File: config.mk
export PLATFORM = sky130hd
export DESIGN_NAME = axi_lite_regfile
export DESIGN_NICKNAME = d
export VERILOG_FILES = /design/src/rtl/axi_lite_regfile.sv
export SDC_FILE = /design/constraint.sdc
export NUM_CORES = 1
export LEC_CHECK = 0
export CAP_MARGIN = 20
export CORE_AREA = 2 2 260 262
export CTS_CLUSTER_DIAMETER = 150
export DETAILED_ROUTE_END_ITERATION = 7
export DIE_AREA = 0 0 262 264
export PLACE_DENSITY = 0.7
export SYNTH_ARGS = -nofsm -noshare
export SYNTH_HDL_FRONTEND = slang
export SYNTH_SLANG_ARGS = --single-unit
export TNS_END_PERCENT = 20
File: constraint.sdc
create_clock -name clk_i -period 51.1 [get_ports clk_i]
set_clock_uncertainty 0.1 [all_clocks]
set_input_delay 15.33 -clock clk_i [delete_from_list [all_inputs] [get_ports clk_i]]
set_output_delay 15.33 -clock clk_i [all_outputs]
set_load 0.02 [all_outputs]
File: src/rtl/axi_lite_regfile.sv
// AXI4-Lite register bank responder.
// Holds NumRegs registers of DataWidth bits, answers AW/W with B and AR with R,
// and exposes every register in parallel on reg_q_o.
//
// Handshake rule for every channel: a beat transfers on a rising clk edge where
// valid and ready are both high; a raised valid and its payload stay put until
// that edge, and ready may depend on local state only, never on the same
// channel's valid.
module axi_lite_regfile #(
   parameter int unsigned                  AddrWidth    = 32,
   parameter int unsigned                  DataWidth    = 32,
   parameter int unsigned                  NumRegs      = 16,
   parameter logic [NumRegs-1:0]           ReadOnlyMask = '0,
   parameter logic [NumRegs*DataWidth-1:0] RegRstVal    = '0
) (
   input  logic                           clk_i,
   input  logic                           rst_i,
   input  logic [AddrWidth-1:0]           aw_addr_i,
   input  logic                           aw_valid_i,
   output logic                           aw_ready_o,
   input  logic [DataWidth-1:0]           w_data_i,
   input  logic [DataWidth/8-1:0]         w_strb_i,
   input  logic                           w_valid_i,
   output logic                           w_ready_o,
   output logic [1:0]                     b_resp_o,
   output logic                           b_valid_o,
   input  logic                           b_ready_i,
   input  logic [AddrWidth-1:0]           ar_addr_i,
   input  logic                           ar_valid_i,
   output logic                           ar_ready_o,
   output logic [DataWidth-1:0]           r_data_o,
   output logic [1:0]                     r_resp_o,
   output logic                           r_valid_o,
   input  logic                           r_ready_i,
   output logic [NumRegs*DataWidth-1:0]   reg_q_o
);

   localparam int unsigned StrbWidth = DataWidth / 8;
   localparam int unsigned OffWidth  = $clog2(StrbWidth);
   localparam int unsigned IdxWidth  = AddrWidth - OffWidth;

   localparam logic [1:0] RespOkay   = 2'b00;
   localparam logic [1:0] RespSlvErr = 2'b10;

   logic                         aw_held_q;
   logic [IdxWidth-1:0]          aw_idx_q;
   logic                         w_held_q;
   logic [DataWidth-1:0]         w_data_q;
   logic [StrbWidth-1:0]         w_strb_q;
   logic                         b_valid_q;
   logic [1:0]                   b_resp_q;
   logic                         r_valid_q;
   logic [1:0]                   r_resp_q;
   logic [DataWidth-1:0]         r_data_q;
   logic [NumRegs*DataWidth-1:0] regs_q;

   logic [IdxWidth-1:0]          rd_idx;
   logic                         commit;
   logic                         wr_ok;
   logic                         rd_hit;
   logic [DataWidth-1:0]         rd_val;

   // Byte-offset address bits never select anything.
   logic unused_addr_bits;
   assign unused_addr_bits = ^{aw_addr_i[OffWidth-1:0], ar_addr_i[OffWidth-1:0]};

   assign rd_idx     = ar_addr_i[AddrWidth-1:OffWidth];
   assign aw_ready_o = !aw_held_q;
   assign w_ready_o  = !w_held_q;
   assign ar_ready_o = !r_valid_q || r_ready_i;
   // A write retires once both halves are in and the B slot is free or draining.
   assign commit     = aw_held_q && w_held_q && (!b_valid_q || b_ready_i);

   assign b_valid_o  = b_valid_q;
   assign b_resp_o   = b_resp_q;
   assign r_valid_o  = r_valid_q;
   assign r_resp_o   = r_resp_q;
   assign r_data_o   = r_data_q;
   assign reg_q_o    = regs_q;

   // Decode the held write index and the live read index against the bank.
   always_comb begin
      wr_ok  = 1'b0;
      rd_hit = 1'b0;
      rd_val = '0;
      for (int i = 0; i < int'(NumRegs); i++) begin
         if (aw_idx_q == IdxWidth'(i)) wr_ok = !ReadOnlyMask[i];
         if (rd_idx == IdxWidth'(i)) begin
            rd_hit = 1'b1;
            rd_val = regs_q[i*DataWidth +: DataWidth];
         end
      end
   end

   // Single-entry AW and W holds; each fills on its own handshake, both empty on commit.
   always_ff @(posedge clk_i or posedge rst_i) begin
      if (rst_i) begin
         aw_held_q <= 1'b0;
         aw_idx_q  <= '0;
         w_held_q  <= 1'b0;
         w_data_q  <= '0;
         w_strb_q  <= '0;
      end else begin
         if (commit) begin
            aw_held_q <= 1'b0;
            w_held_q  <= 1'b0;
         end
         if (aw_valid_i && aw_ready_o) begin
            aw_held_q <= 1'b1;
            aw_idx_q  <= aw_addr_i[AddrWidth-1:OffWidth];
         end
         if (w_valid_i && w_ready_o) begin
            w_held_q <= 1'b1;
            w_data_q <= w_data_i;
            w_strb_q <= w_strb_i;
         end
      end
   end

   // Register bank: strobed byte update on a commit that hits a writable register.
   always_ff @(posedge clk_i or posedge rst_i) begin
      if (rst_i) begin
         regs_q <= RegRstVal;
      end else if (commit && wr_ok) begin
         for (int i = 0; i < int'(NumRegs); i++) begin
            if (aw_idx_q == IdxWidth'(i)) begin
               for (int b = 0; b < int'(StrbWidth); b++) begin
                  if (w_strb_q[b]) regs_q[i*DataWidth + 8*b +: 8] <= w_data_q[8*b +: 8];
               end
            end
         end
      end
   end

   // B channel: load a response on commit, hold it until accepted.
   always_ff @(posedge clk_i or posedge rst_i) begin
      if (rst_i) begin
         b_valid_q <= 1'b0;
         b_resp_q  <= RespOkay;
      end else if (commit) begin
         b_valid_q <= 1'b1;
         b_resp_q  <= wr_ok ? RespOkay : RespSlvErr;
      end else if (b_ready_i) begin
         b_valid_q <= 1'b0;
      end
   end

   // R channel: sample the addressed register on AR handshake, hold until accepted.
   always_ff @(posedge clk_i or posedge rst_i) begin
      if (rst_i) begin
         r_valid_q <= 1'b0;
         r_resp_q  <= RespOkay;
         r_data_q  <= '0;
      end else if (ar_valid_i && ar_ready_o) begin
         r_valid_q <= 1'b1;
         r_resp_q  <= rd_hit ? RespOkay : RespSlvErr;
         r_data_q  <= rd_val;
      end else if (r_ready_i) begin
         r_valid_q <= 1'b0;
      end
   end

endmodule

==> run_results.csv, run 1 <==
group,metric,value,unit
status,status,"complete, no violations",
global_routing,globalRouteOverflowTotal,0,
synthesis,synth_flop_cell,"sky130_fd_sc_hd__dfrtp_1",
drt,via_per_inst,6.25,
power_and_ir_drop,combinationalPowerShare,8.1,%
drt,routed_wirelength,129,mm
timing,worst-slew-pin-transition,1.19,ns
synthesis,synth.top_cells.by_count,"616 x sky130_fd_sc_hd__dfrtp_1, 580 x sky130_fd_sc_hd__mux2_2, 104 x sky130_fd_sc_hd__nor2_1, 94 x sky130_fd_sc_hd__a21oi_1, 82 x sky130_fd_sc_hd__clkbuf_1",
critical_path,critical_path_cell_count,3,
drt,detailed_route_via_count,23692,
final_layout,final.fill_count,5509,
synthesis,synth.yosys.seq_area_share,54.2,%
synthesis,synthesis.yosys.warnings,0,
placed_design,dp_hpwl,94.3,mm
synthesis,synth_async_sr_flop_share,100,%
critical_path,r2r-end,"reg_q_o[189]",
hold_path,timing.hold.worst_path_depth,1,
clocking,cts_buffer_depth,3,
final_layout,synth_to_final_area_change,34.2,%
global_routing,grt_pass1_wl,180,mm
critical_path,critical_path.startpoint,"r_ready_i",
clocking,postCtsResizedCells,0,
timing,finalSetupTns,0,ns
clocking,cts_tree,"built",
global_routing,antenna_found_initial,1,
critical_path,worst_path_dominant_cell_family,"buffers and inverters",
synthesis,synth-edff-count,0,
floorplanning,core_area,0.0666,sq mm
global_routing,grt_use_total,36.6,%
floorplanning,fp.dieW,262,um
critical_path,worstSetupEndpoint,"ar_ready_o",
clocking,cts_hold_repair.buffers,0,
synthesis,synth_area_per_cell,12.8,sq um
timing,finalHoldViolations,0,
clocking,h-tree-depth,3,
synthesis,yosysUniqueCellTypes,81,
power_and_ir_drop,power.density_cell_area,32.0,mW/mm^2
power_and_ir_drop,max-vdd-ir-drop,0.0282,mV
synthesis,synth_top_area_share,54.2,%
timing,drv_slew,0,
critical_path,worst_r2r_startpoint,"aw_idx_q[24]",
clocking,cts.reportedPaths.clkPinSlew,0.06,ns
final_layout,nNetsFinal,2973,
synthesis,yosys_register_bits,616,
drt,detail_route.drc_violations,0,
timing,report.final.setup_viol,0,
timing,final_min_period_over_clock_period,62.6,%
critical_path,end_kind,"output pin",
floorplanning,start_util,42.8,%
power_and_ir_drop,switching_share,29.4,%
synthesis,synthCells,2222,
clocking,total_clock_buffers_created_by_cts,68,
hold_path,worst_hold_path_type,"reg -> reg",
final_layout,final_layout_size_suffix_gt1_share,29.7,%
power_and_ir_drop,p_sw,359,uW
critical_path,crit_path_frequent_cell,"sky130_fd_sc_hd__clkdlybuf4s50_1",
floorplanning,chipHeight,264,um
final_layout,layout.area.seq,0.0154,sq mm
clocking,cts_root_buf,"sky130_fd_sc_hd__clkbuf_16",
clocking,cts_setup_buffers,0,
synthesis,mappedNetlistArea,0.0285,sq mm
critical_path,slowest_stage,"sky130_fd_sc_hd__clkdlybuf4s50_1",
clocking,clock-sinks,616,
power_and_ir_drop,pwr-share-clk,41.2,%
floorplanning,design.portCount,660,
critical_path,slowest_delay,0.63,ns
timing,fmax,31.3,MHz
timing,timing.slew.headroom,20.6,%
clocking,clk-insertion-delay-late,0.61,ns
timing,period_needed,31.98,ns
floorplanning,die_area,0.0692,sq mm
critical_path,crit_fanout,4,
drt,drtAntennaViolNets,0,
timing,hold_slack,0.397,ns
critical_path,worst-setup-path-type,"in -> out",
critical_path,cp_num_buf_inv,2,
critical_path,cp_cell_sequence,"clkdlybuf4s50_1, nand2b_1, clkdlybuf4s50_1",
synthesis,synthMostInstantiatedCell,"sky130_fd_sc_hd__dfrtp_1",
placed_design,port_buffers,653,
final_layout,multi_input_comb_area,0.0124,sq mm
critical_path,rrSetupSlack,47.32,ns
placed_design,gpl.final_weighted_congestion,0.927,
timing,rsz_0062_raised_after_global_routing,"no",
power_and_ir_drop,seq_power_share,50.7,%
critical_path,crit_path_arrival_time,16.55,ns
global_routing,largest_net_degree_at_the_start_of_global_routing,172,
drt,wl_per_cell,34.0,um
power_and_ir_drop,static-leakage-power,17.1,nW
synthesis,synth_top_cells_by_area,"sky130_fd_sc_hd__dfrtp_1 54%, sky130_fd_sc_hd__mux2_2 23%, sky130_fd_sc_hd__a21oi_1 1.7%, sky130_fd_sc_hd__o21ai_0 1.4%, sky130_fd_sc_hd__nor2_1 1.4%",
floorplanning,std_cell_rows,95,
drt,detail_route.first_pass.iterations,7,
synthesis,netlist.top_cell.by_area,"sky130_fd_sc_hd__dfrtp_1",
power_and_ir_drop,cellInternalPower,863,uW
drt,initialDrtViolationCount,2568,
critical_path,worstSetupStartpointType,"input pin",
global_routing,grt_pass1_vias,23916,
flow_run,maxCapViolations,0,
critical_path,worst-r2r-cell-count,7,
critical_path,cp.required,35.67,ns
[worst min-delay path by stage]
stage	startpoint	to	slack, ns
after floorplan	aw_idx_q[10]	aw_idx_q[10]	0.38
after global placement	r_data_o[3]	r_data_o[3]	0.38
after detailed placement	r_data_o[21]	r_data_o[21]	0.38
after CTS	r_data_o[21]	r_data_o[21]	0.40
after global routing	r_data_o[3]	r_data_o[3]	0.41
final	r_data_o[3]	r_data_o[3]	0.40
[cell type report]
cell class	count	area share [%]
flip-flops and latches	616	40.4
repair buffers	705	18.2
clock buffers	104	5.40
diodes	1	0.00655
well taps	873	2.86
multi-input cells	1466	32.5
inverters	9	0.108
clock inverters	16	0.491
[state kept, by name, summed over array words and instances, names as in the netlist]
name / count
r_data_o: 32
w_held_q: 1
reg_q_o: 512
w_strb_q: 4
r_resp_o: 1
b_valid_o: 1
aw_held_q: 1
b_resp_o: 1
w_data_q: 32
r_valid_o: 1
aw_idx_q: 30
[metal layers]
metal	share of wire (%)	up-vias	GRT usage [%]
met1	38	12379	45.5
met5	0	-	0
li1	-	9560	-
met3	8.9	361	9.25
met2	48	1392	59.8
met4	5.7	0	17.1
[placed cells by master (no fill, tap or decap), types with 12 or more instances in the layout]
| cell type | n |
|---|---|
| sky130_fd_sc_hd__mux2i_1 | 33 |
| sky130_fd_sc_hd__nor2_4 | 12 |
| sky130_fd_sc_hd__clkbuf_1 | 17 |
| sky130_fd_sc_hd__mux4_2 | 12 |
| sky130_fd_sc_hd__nor3_1 | 23 |
| sky130_fd_sc_hd__and2_1 | 12 |
| sky130_fd_sc_hd__mux2_2 | 580 |
| sky130_fd_sc_hd__nor2_2 | 34 |
| sky130_fd_sc_hd__a21oi_1 | 94 |
| sky130_fd_sc_hd__clkbuf_8 | 16 |
| sky130_fd_sc_hd__dfrtp_1 | 616 |
| sky130_fd_sc_hd__and3_1 | 25 |
| sky130_fd_sc_hd__nand2b_1 | 18 |
| sky130_fd_sc_hd__o211ai_1 | 13 |
| sky130_fd_sc_hd__a22oi_1 | 24 |
| sky130_fd_sc_hd__nand2_1 | 81 |
| sky130_fd_sc_hd__buf_4 | 48 |
| sky130_fd_sc_hd__o21ai_0 | 81 |
| sky130_fd_sc_hd__nor4_1 | 13 |
| sky130_fd_sc_hd__nand2_2 | 17 |
| sky130_fd_sc_hd__a221oi_1 | 21 |
| sky130_fd_sc_hd__nand3_1 | 26 |
| sky130_fd_sc_hd__clkdlybuf4s50_1 | 650 |
| sky130_fd_sc_hd__nor2_1 | 103 |
| sky130_fd_sc_hd__o22ai_1 | 28 |
| sky130_fd_sc_hd__o221ai_1 | 30 |
| sky130_fd_sc_hd__clkbuf_16 | 71 |
[worst reg2reg max path: cells and delay by family (launching register included)]
kind | cells | cell delay (ns)
DFF | 1 | 0.37
muxes | 1 | 0.42
and+or+nand+nor | 6 | 2.77
[power by group through the flow]
stage | clock [mW] | combinational (mW) | sequential, mW
2_1_floorplan | 0 | 0.0885 | 0.553
3_3_place_gp | 0 | 0.0955 | 0.621
3_5_place_dp | 0 | 0.0981 | 0.625
4_1_cts | 0.506 | 0.0988 | 0.616
5_1_grt | 0.526 | 0.106 | 0.621
6_report | 0.503 | 0.0985 | 0.620
[kinds of logic after synthesis]
logic type      count (synthesis)  share of synthesized area, %
other cells                     1                        0.0132
simple gates                  434                          8.60
flops                         616                          54.2
buf+inv                       141                          2.43
mux                           629                          25.2
compound gates                401                          9.60
[per-stage QoR]
| stage | power [mW] | setup slack [ns] | cells | cell area [sq um] | util (%) |
|---|---|---|---|---|---|
| floorplan | 0.642 | 18.42 | 2223 | 28500 | - |
| global placement | 0.716 | 19.11 | 3665 | 35900 | 53.9 |
| detailed placement | 0.723 | 19.12 | 3667 | 35900 | 53.9 |
| CTS | 1.22 | 19.11 | 3787 | 38200 | 57.3 |
| global route | 1.25 | 19.07 | 3789 | 38200 | 57.4 |
| finish | 1.22 | 19.12 | 3790 | 38200 | 57.4 |
(Power assumes the default switching activity.)
==> run 2, diff against run 1 <==
--- a/config.mk
+++ b/config.mk
@@ -6,11 +6,11 @@
 export NUM_CORES = 1
 export LEC_CHECK = 0
 export CAP_MARGIN = 20
-export CORE_AREA = 2 2 260 262
+export CORE_AREA = 2 2 254 256
 export CTS_CLUSTER_DIAMETER = 150
 export DETAILED_ROUTE_END_ITERATION = 7
-export DIE_AREA = 0 0 262 264
-export PLACE_DENSITY = 0.7
+export DIE_AREA = 0 0 256 258
+export PLACE_DENSITY = 0.73
 export SYNTH_ARGS = -nofsm -noshare
 export SYNTH_HDL_FRONTEND = slang
 export SYNTH_SLANG_ARGS = --single-unit
==> constraint.sdc (replaced) <==
create_clock -name clk_i -period 31.7 [get_ports clk_i]
set_clock_uncertainty 0.1 [all_clocks]
set_input_delay 9.51 -clock clk_i [delete_from_list [all_inputs] [get_ports clk_i]]
set_output_delay 9.51 -clock clk_i [all_outputs]
set_load 0.02 [all_outputs]
==> run_results.csv, run 2 (same netlist as run 1, synthesis figures left out) <==
group,metric,value,unit
status,status,"complete, no violations",
floorplanning,core_area,0.0636,sq mm
critical_path,worst_r2r_startpoint,"aw_idx_q[19]",
floorplanning,design.portCount,660,
final_layout,nNetsFinal,2972,
final_layout,mostFrequentLayoutCell,"sky130_fd_sc_hd__clkdlybuf4s50_1",
final_layout,instances_no_fill,3772,
hold_path,worst_hold_path_type,"reg -> reg",
clocking,cts_tree,"built",
clocking,cts_buffer_depth,3,
critical_path,end_kind,"output pin",
drt,initialDrtViolationCount,2466,
critical_path,slowest_delay,0.62,ns
placed_design,gpl.final_weighted_congestion,0.926,
clocking,h-tree-depth,3,
critical_path,worst-setup-path-type,"in -> out",
drt,drtAntennaViolNets,0,
drt,wl_per_cell,33.6,um
timing,finalHoldViolations,0,
floorplanning,chipHeight,258,um
drt,routed_wirelength,127,mm
hold_path,min_delay_worst_endpoint,"r_data_o[23]",
critical_path,critical_path.startpoint,"r_ready_i",
final_layout,largest_reg_flops,512,
power_and_ir_drop,static-leakage-power,17.0,nW
critical_path,cp_num_buf_inv,2,
clocking,clk-insertion-delay-late,0.62,ns
clocking,cts_root_buf,"sky130_fd_sc_hd__clkbuf_16",
critical_path,crit_fanout,4,
floorplanning,die_area,0.0660,sq mm
clocking,total_clock_buffers_created_by_cts,67,
drt,via_per_inst,6.33,
final_layout,final_cell_mix,"650 x sky130_fd_sc_hd__clkdlybuf4s50_1, 616 x sky130_fd_sc_hd__dfrtp_1, 580 x sky130_fd_sc_hd__mux2_2, 103 x sky130_fd_sc_hd__nor2_1, 94 x sky130_fd_sc_hd__a21oi_1",
drt,detailed_route_via_count,23892,
critical_path,r2r-end,"reg_q_o[191]",
floorplanning,std_cell_rows,93,
critical_path,slowest_stage,"sky130_fd_sc_hd__clkdlybuf4s50_1",
power_and_ir_drop,power.density_cell_area,51.0,mW/mm^2
floorplanning,start_util,44.7,%
critical_path,worstSetupStartpointType,"input pin",
placed_design,place_ws,11.36,ns
timing,final_min_period_over_clock_period,64.2,%
global_routing,antenna_found_initial,2,
critical_path,cp.required,22.09,ns
drt,detail_route.drc_violations,0,
clocking,postCtsResizedCells,0,
flow_run,maxCapViolations,0,
critical_path,worst-r2r-cell-count,7,
power_and_ir_drop,max-vdd-ir-drop,0.0562,mV
critical_path,rrSetupSlack,27.90,ns
clocking,clock-sinks,616,
timing,timing.slew.headroom,25.2,%
placed_design,port_buffers,653,
global_routing,globalRouteOverflowTotal,0,
global_routing,largest_net_degree_at_the_start_of_global_routing,126,
critical_path,worst_path_dominant_cell_family,"buffers and inverters",
timing,rsz_0062_raised_after_global_routing,"no",
floorplanning,fp.dieW,256,um
placed_design,dp_hpwl,93.0,mm
timing,finalSetupTns,0,ns
global_routing,grt_pass1_wl,178,mm
critical_path,crit_path_frequent_cell,"sky130_fd_sc_hd__clkdlybuf4s50_1",
timing,drv_slew,0,
critical_path,crit_path_arrival_time,10.74,ns
critical_path,cp_cell_sequence,"clkdlybuf4s50_1, nand2b_1, clkdlybuf4s50_1",
global_routing,grt_pass1_vias,23834,
hold_path,timing.hold.worst_path_depth,2,
clocking,cts_hold_repair.buffers,0,
timing,period_needed,20.35,ns
hold_path,hold_start,"r_data_o[23]",
clocking,cts.reportedPaths.clkPinSlew,0.06,ns
timing,fmax,49.1,MHz
final_layout,final_layout_size_suffix_gt1_share,29.6,%
clocking,cts_setup_buffers,0,
placed_design,dp.cells,3649,
timing,worst-slew-pin-transition,1.12,ns
drt,detail_route.first_pass.iterations,7,
global_routing,grt_use_total,37.4,%
timing,report.final.setup_viol,0,
final_layout,synth_to_final_area_change,33.7,%
timing,final.setup.worst_slack,11.35,ns
final_layout,layout.core_utilization,59.8,%
power_and_ir_drop,total_design_power,1.94,mW
run 2: cell types whose count changed in the layout (fill, tap and decap cells not counted), sizes merged:
cell	before	now
clkinvlp	0	1
inv	9	14
diode	1	3
clkbuf	104	95
clkinv	12	13
run 2: stage by stage:
step | instance area [sq um] | hold WS, ns
floorplan | 28500 | 0.381
finish | 38100 | 0.392
CTS | 38000 | 0.396
detailed placement | 35900 | 0.383
global placement | 35900 | 0.382
global route | 38100 | 0.415
run 2: area by class of cell:
class,count,area (sq um)
inverters,9,41.3
clock inverters,23,248
clock buffers,95,1900
flip-flops and latches,616,15400
repair buffers,705,6960
well taps,855,1070
fillers,5075,25600
diodes,3,7.51
multi-input cells,1466,12400
run 2: how the worst max path moves through the flow:
stage                            end  slack [ns]  depth (start not counted)
after floorplan            aw_held_q        4.84                          1
after global placement    ar_ready_o       11.36                          3
after global routing      ar_ready_o       11.30                          3
after detailed placement  ar_ready_o       11.36                          3
after CTS                 ar_ready_o       11.35                          3
final                     ar_ready_o       11.35                          3
run 2: power by group:
group / switching (mW) / internal [mW] / leakage (nW) / total [mW]
Clock: 0.332 / 0.453 / 1.06 / 0.784
Combinational: 0.0799 / 0.0795 / 7.55 / 0.159
Sequential: 0.168 / 0.831 / 8.41 / 0.999
Total: 0.580 / 1.36 / 17.0 / 1.94
run 2: worst register-to-register path: stages, from the launching register on:
cell	delay, ns
sky130_fd_sc_hd__dfrtp_1	0.42
sky130_fd_sc_hd__nor4_1	0.61
sky130_fd_sc_hd__and4_1	0.44
sky130_fd_sc_hd__nand2_1	0.08
sky130_fd_sc_hd__nor2_1	0.56
sky130_fd_sc_hd__nand2_1	0.42
sky130_fd_sc_hd__nor2_2	0.63
sky130_fd_sc_hd__mux2_2	0.42
run 2: routing by layer:
metal  share of wire, %  wire, um  GRT usage, %  vias to the layer above
li1                   -         -             -                     9566
met1                 37     46600          45.2                    12515
met2                 48     60600          61.6                     1464
met3                9.7     12200          10.4                      343
met4                5.8      7310          19.2                        4
met5              0.017        22             0                        -
==> run 3, diff against run 2 <==
--- a/config.mk
+++ b/config.mk
@@ -6,10 +6,10 @@
 export NUM_CORES = 1
 export LEC_CHECK = 0
 export CAP_MARGIN = 20
-export CORE_AREA = 2 2 254 256
+export CORE_AREA = 2 2 260 262
 export CTS_CLUSTER_DIAMETER = 150
 export DETAILED_ROUTE_END_ITERATION = 7
-export DIE_AREA = 0 0 256 258
+export DIE_AREA = 0 0 262 264
 export PLACE_DENSITY = 0.73
 export SYNTH_ARGS = -nofsm -noshare
 export SYNTH_HDL_FRONTEND = slang
==> constraint.sdc (replaced) <==
create_clock -name clk_i -period 17.5 [get_ports clk_i]
set_clock_uncertainty 0.1 [all_clocks]
set_input_delay 5.25 -clock clk_i [delete_from_list [all_inputs] [get_ports clk_i]]
set_output_delay 5.25 -clock clk_i [all_outputs]
set_load 0.02 [all_outputs]
==> run_results.csv, run 3 (same netlist as run 1, synthesis figures left out) <==
group,metric,value,unit
clocking,total_clock_buffers_created_by_cts,68,
clocking,cts_root_buf,"sky130_fd_sc_hd__clkbuf_16",
power_and_ir_drop,total_design_power,3.59,mW
clocking,cts_tree,"built",
flow_run,maxCapViolations,0,
floorplanning,std_cell_rows,95,
final_layout,final.fill_count,5359,
power_and_ir_drop,p_sw,1.05,mW
drt,routed_wirelength,129,mm
critical_path,crit_path_arrival_time,6.50,ns
timing,drv_slew,0,
placed_design,port_buffers,653,
final_layout,final_layout_size_suffix_gt1_share,30.0,%
drt,detail_route.first_pass.iterations,8,
clocking,postCtsResizedCells,0,
hold_path,worst_hold_path_type,"reg -> reg",
power_and_ir_drop,seq_power_share,50.4,%
floorplanning,design.portCount,660,
hold_path,hold_start,"r_data_o[21]",
clocking,cts.reportedPaths.clkPinSlew,0.06,ns
global_routing,largest_net_degree_at_the_start_of_global_routing,186,
drt,drtAntennaViolNets,0,
final_layout,mostFrequentLayoutCell,"sky130_fd_sc_hd__clkdlybuf4s50_1",
timing,finalSetupTns,0,ns
power_and_ir_drop,switching_share,29.3,%
drt,wl_per_cell,34.0,um
critical_path,r2r-end,"reg_q_o[137]",
placed_design,dpl-instance-area,0.0359,sq mm
power_and_ir_drop,max-vdd-ir-drop,0.0946,mV
critical_path,worst-setup-path-type,"in -> out",
power_and_ir_drop,power.density_cell_area,93.8,mW/mm^2
hold_path,min_delay_worst_endpoint,"r_data_o[21]",
drt,detailed_route_via_count,23608,
critical_path,worst-r2r-cell-count,6,
power_and_ir_drop,pwr-share-clk,41.6,%
critical_path,end_kind,"output pin",
floorplanning,core_area,0.0666,sq mm
clocking,cts_buffer_depth,3,
critical_path,crit_fanout,4,
timing,worst-slew-pin-transition,1.26,ns
timing,timing.slew.headroom,15.8,%
hold_path,timing.hold.worst_path_depth,2,
power_and_ir_drop,cellInternalPower,2.54,mW
placed_design,gpl.final_weighted_congestion,0.925,
clocking,cts_setup_buffers,0,
power_and_ir_drop,static-leakage-power,17.1,nW
floorplanning,chipHeight,264,um
timing,fmax,84.4,MHz
timing,final_min_period_over_clock_period,67.7,%
final_layout,layout.core_utilization,57.5,%
placed_design,dp_hpwl,94.9,mm
clocking,cts_hold_repair.buffers,0,
global_routing,grt_use_total,36.8,%
clocking,clock-sinks,616,
clocking,h-tree-depth,3,
final_layout,largest_reg_flops,512,
global_routing,grt_pass1_wl,181,mm
final_layout,final_design_area_no_fill,0.0383,sq mm
critical_path,rrSetupSlack,13.78,ns
floorplanning,die_area,0.0692,sq mm
drt,detail_route.drc_violations,0,
global_routing,antenna_found_initial,5,
clocking,clk-insertion-delay-late,0.61,ns
final_layout,nNetsFinal,2974,
critical_path,worstSetupStartpointType,"input pin",
timing,period_needed,11.85,ns
floorplanning,fp.dieW,262,um
drt,initialDrtViolationCount,2687,
final_layout,final_cell_mix,"650 x sky130_fd_sc_hd__clkdlybuf4s50_1, 616 x sky130_fd_sc_hd__dfrtp_1, 580 x sky130_fd_sc_hd__mux2_2, 103 x sky130_fd_sc_hd__nor2_1, 94 x sky130_fd_sc_hd__a21oi_1",
timing,finalHoldViolations,0,
status,status,"complete, no violations",
critical_path,worst_r2r_startpoint,"aw_idx_q[4]",
drt,via_per_inst,6.22,
global_routing,globalRouteOverflowTotal,0,
timing,rsz_0062_raised_after_global_routing,"no",
timing,hold_slack,0.403,ns
floorplanning,start_util,42.8,%
global_routing,grt_pass1_vias,24142,
power_and_ir_drop,combinationalPowerShare,8.1,%
critical_path,cp.required,12.15,ns
timing,report.final.setup_viol,0,
final_layout,synth_to_final_area_change,34.5,%
-- run 3: critical path, cell delays in order --
cell                              delay [ns]
sky130_fd_sc_hd__clkdlybuf4s50_1        0.44
sky130_fd_sc_hd__nand2b_1               0.16
sky130_fd_sc_hd__clkdlybuf4s50_1        0.64
-- run 3: worst max-delay path by stage --
| stage | start | to | slack [ns] | cells past startpoint |
|---|---|---|---|---|
| after global routing | r_ready_i | ar_ready_o | 5.61 | 3 |
| after floorplan | rst_i | aw_held_q | 3.74 | 1 |
| after CTS | r_ready_i | ar_ready_o | 5.65 | 3 |
| final | r_ready_i | ar_ready_o | 5.65 | 3 |
| after detailed placement | r_ready_i | ar_ready_o | 5.65 | 3 |
| after global placement | r_ready_i | ar_ready_o | 5.68 | 3 |
-- run 3: layer usage --
layer / wire (um) / vias up / global-route usage [%]
li1: - / 9579 / -
met1: 47800 / 12273 / 44.9
met2: 61700 / 1401 / 59.9
met3: 12000 / 349 / 10.3
met4: 7400 / 6 / 17.6
met5: 48 / - / 0
-- run 3: per-stage QoR --
stage,instances,worst slack (ns)
after global placement,3668,5.68
after global routing,3795,5.61
after floorplan,2223,3.74
after detailed placement,3668,5.65
after CTS,3793,5.65
final,3797,5.65
-- run 3: power by group through the flow --
stage | Combinational (mW) | Sequential, mW | Clock [mW]
3_3_place_gp | 0.280 | 1.81 | 0
3_5_place_dp | 0.288 | 1.82 | 0
6_report | 0.290 | 1.81 | 1.49
5_1_grt | 0.310 | 1.81 | 1.57
4_1_cts | 0.290 | 1.80 | 1.51
2_1_floorplan | 0.259 | 1.62 | 0
-- run 3: area by class of cell --
type	instances	area (sq um)	area share (%)
Clock buffer	100	2050	5.34
Clock inverter	25	287	0.749
Sequential cell	616	15400	40.3
Inverter	9	37.5	0.0981
Antenna cell	2	5.00	0.0131
Tap cell	873	1090	2.85
Multi-Input combinational cell	1466	12400	32.5
Timing Repair Buffer	706	6960	18.2
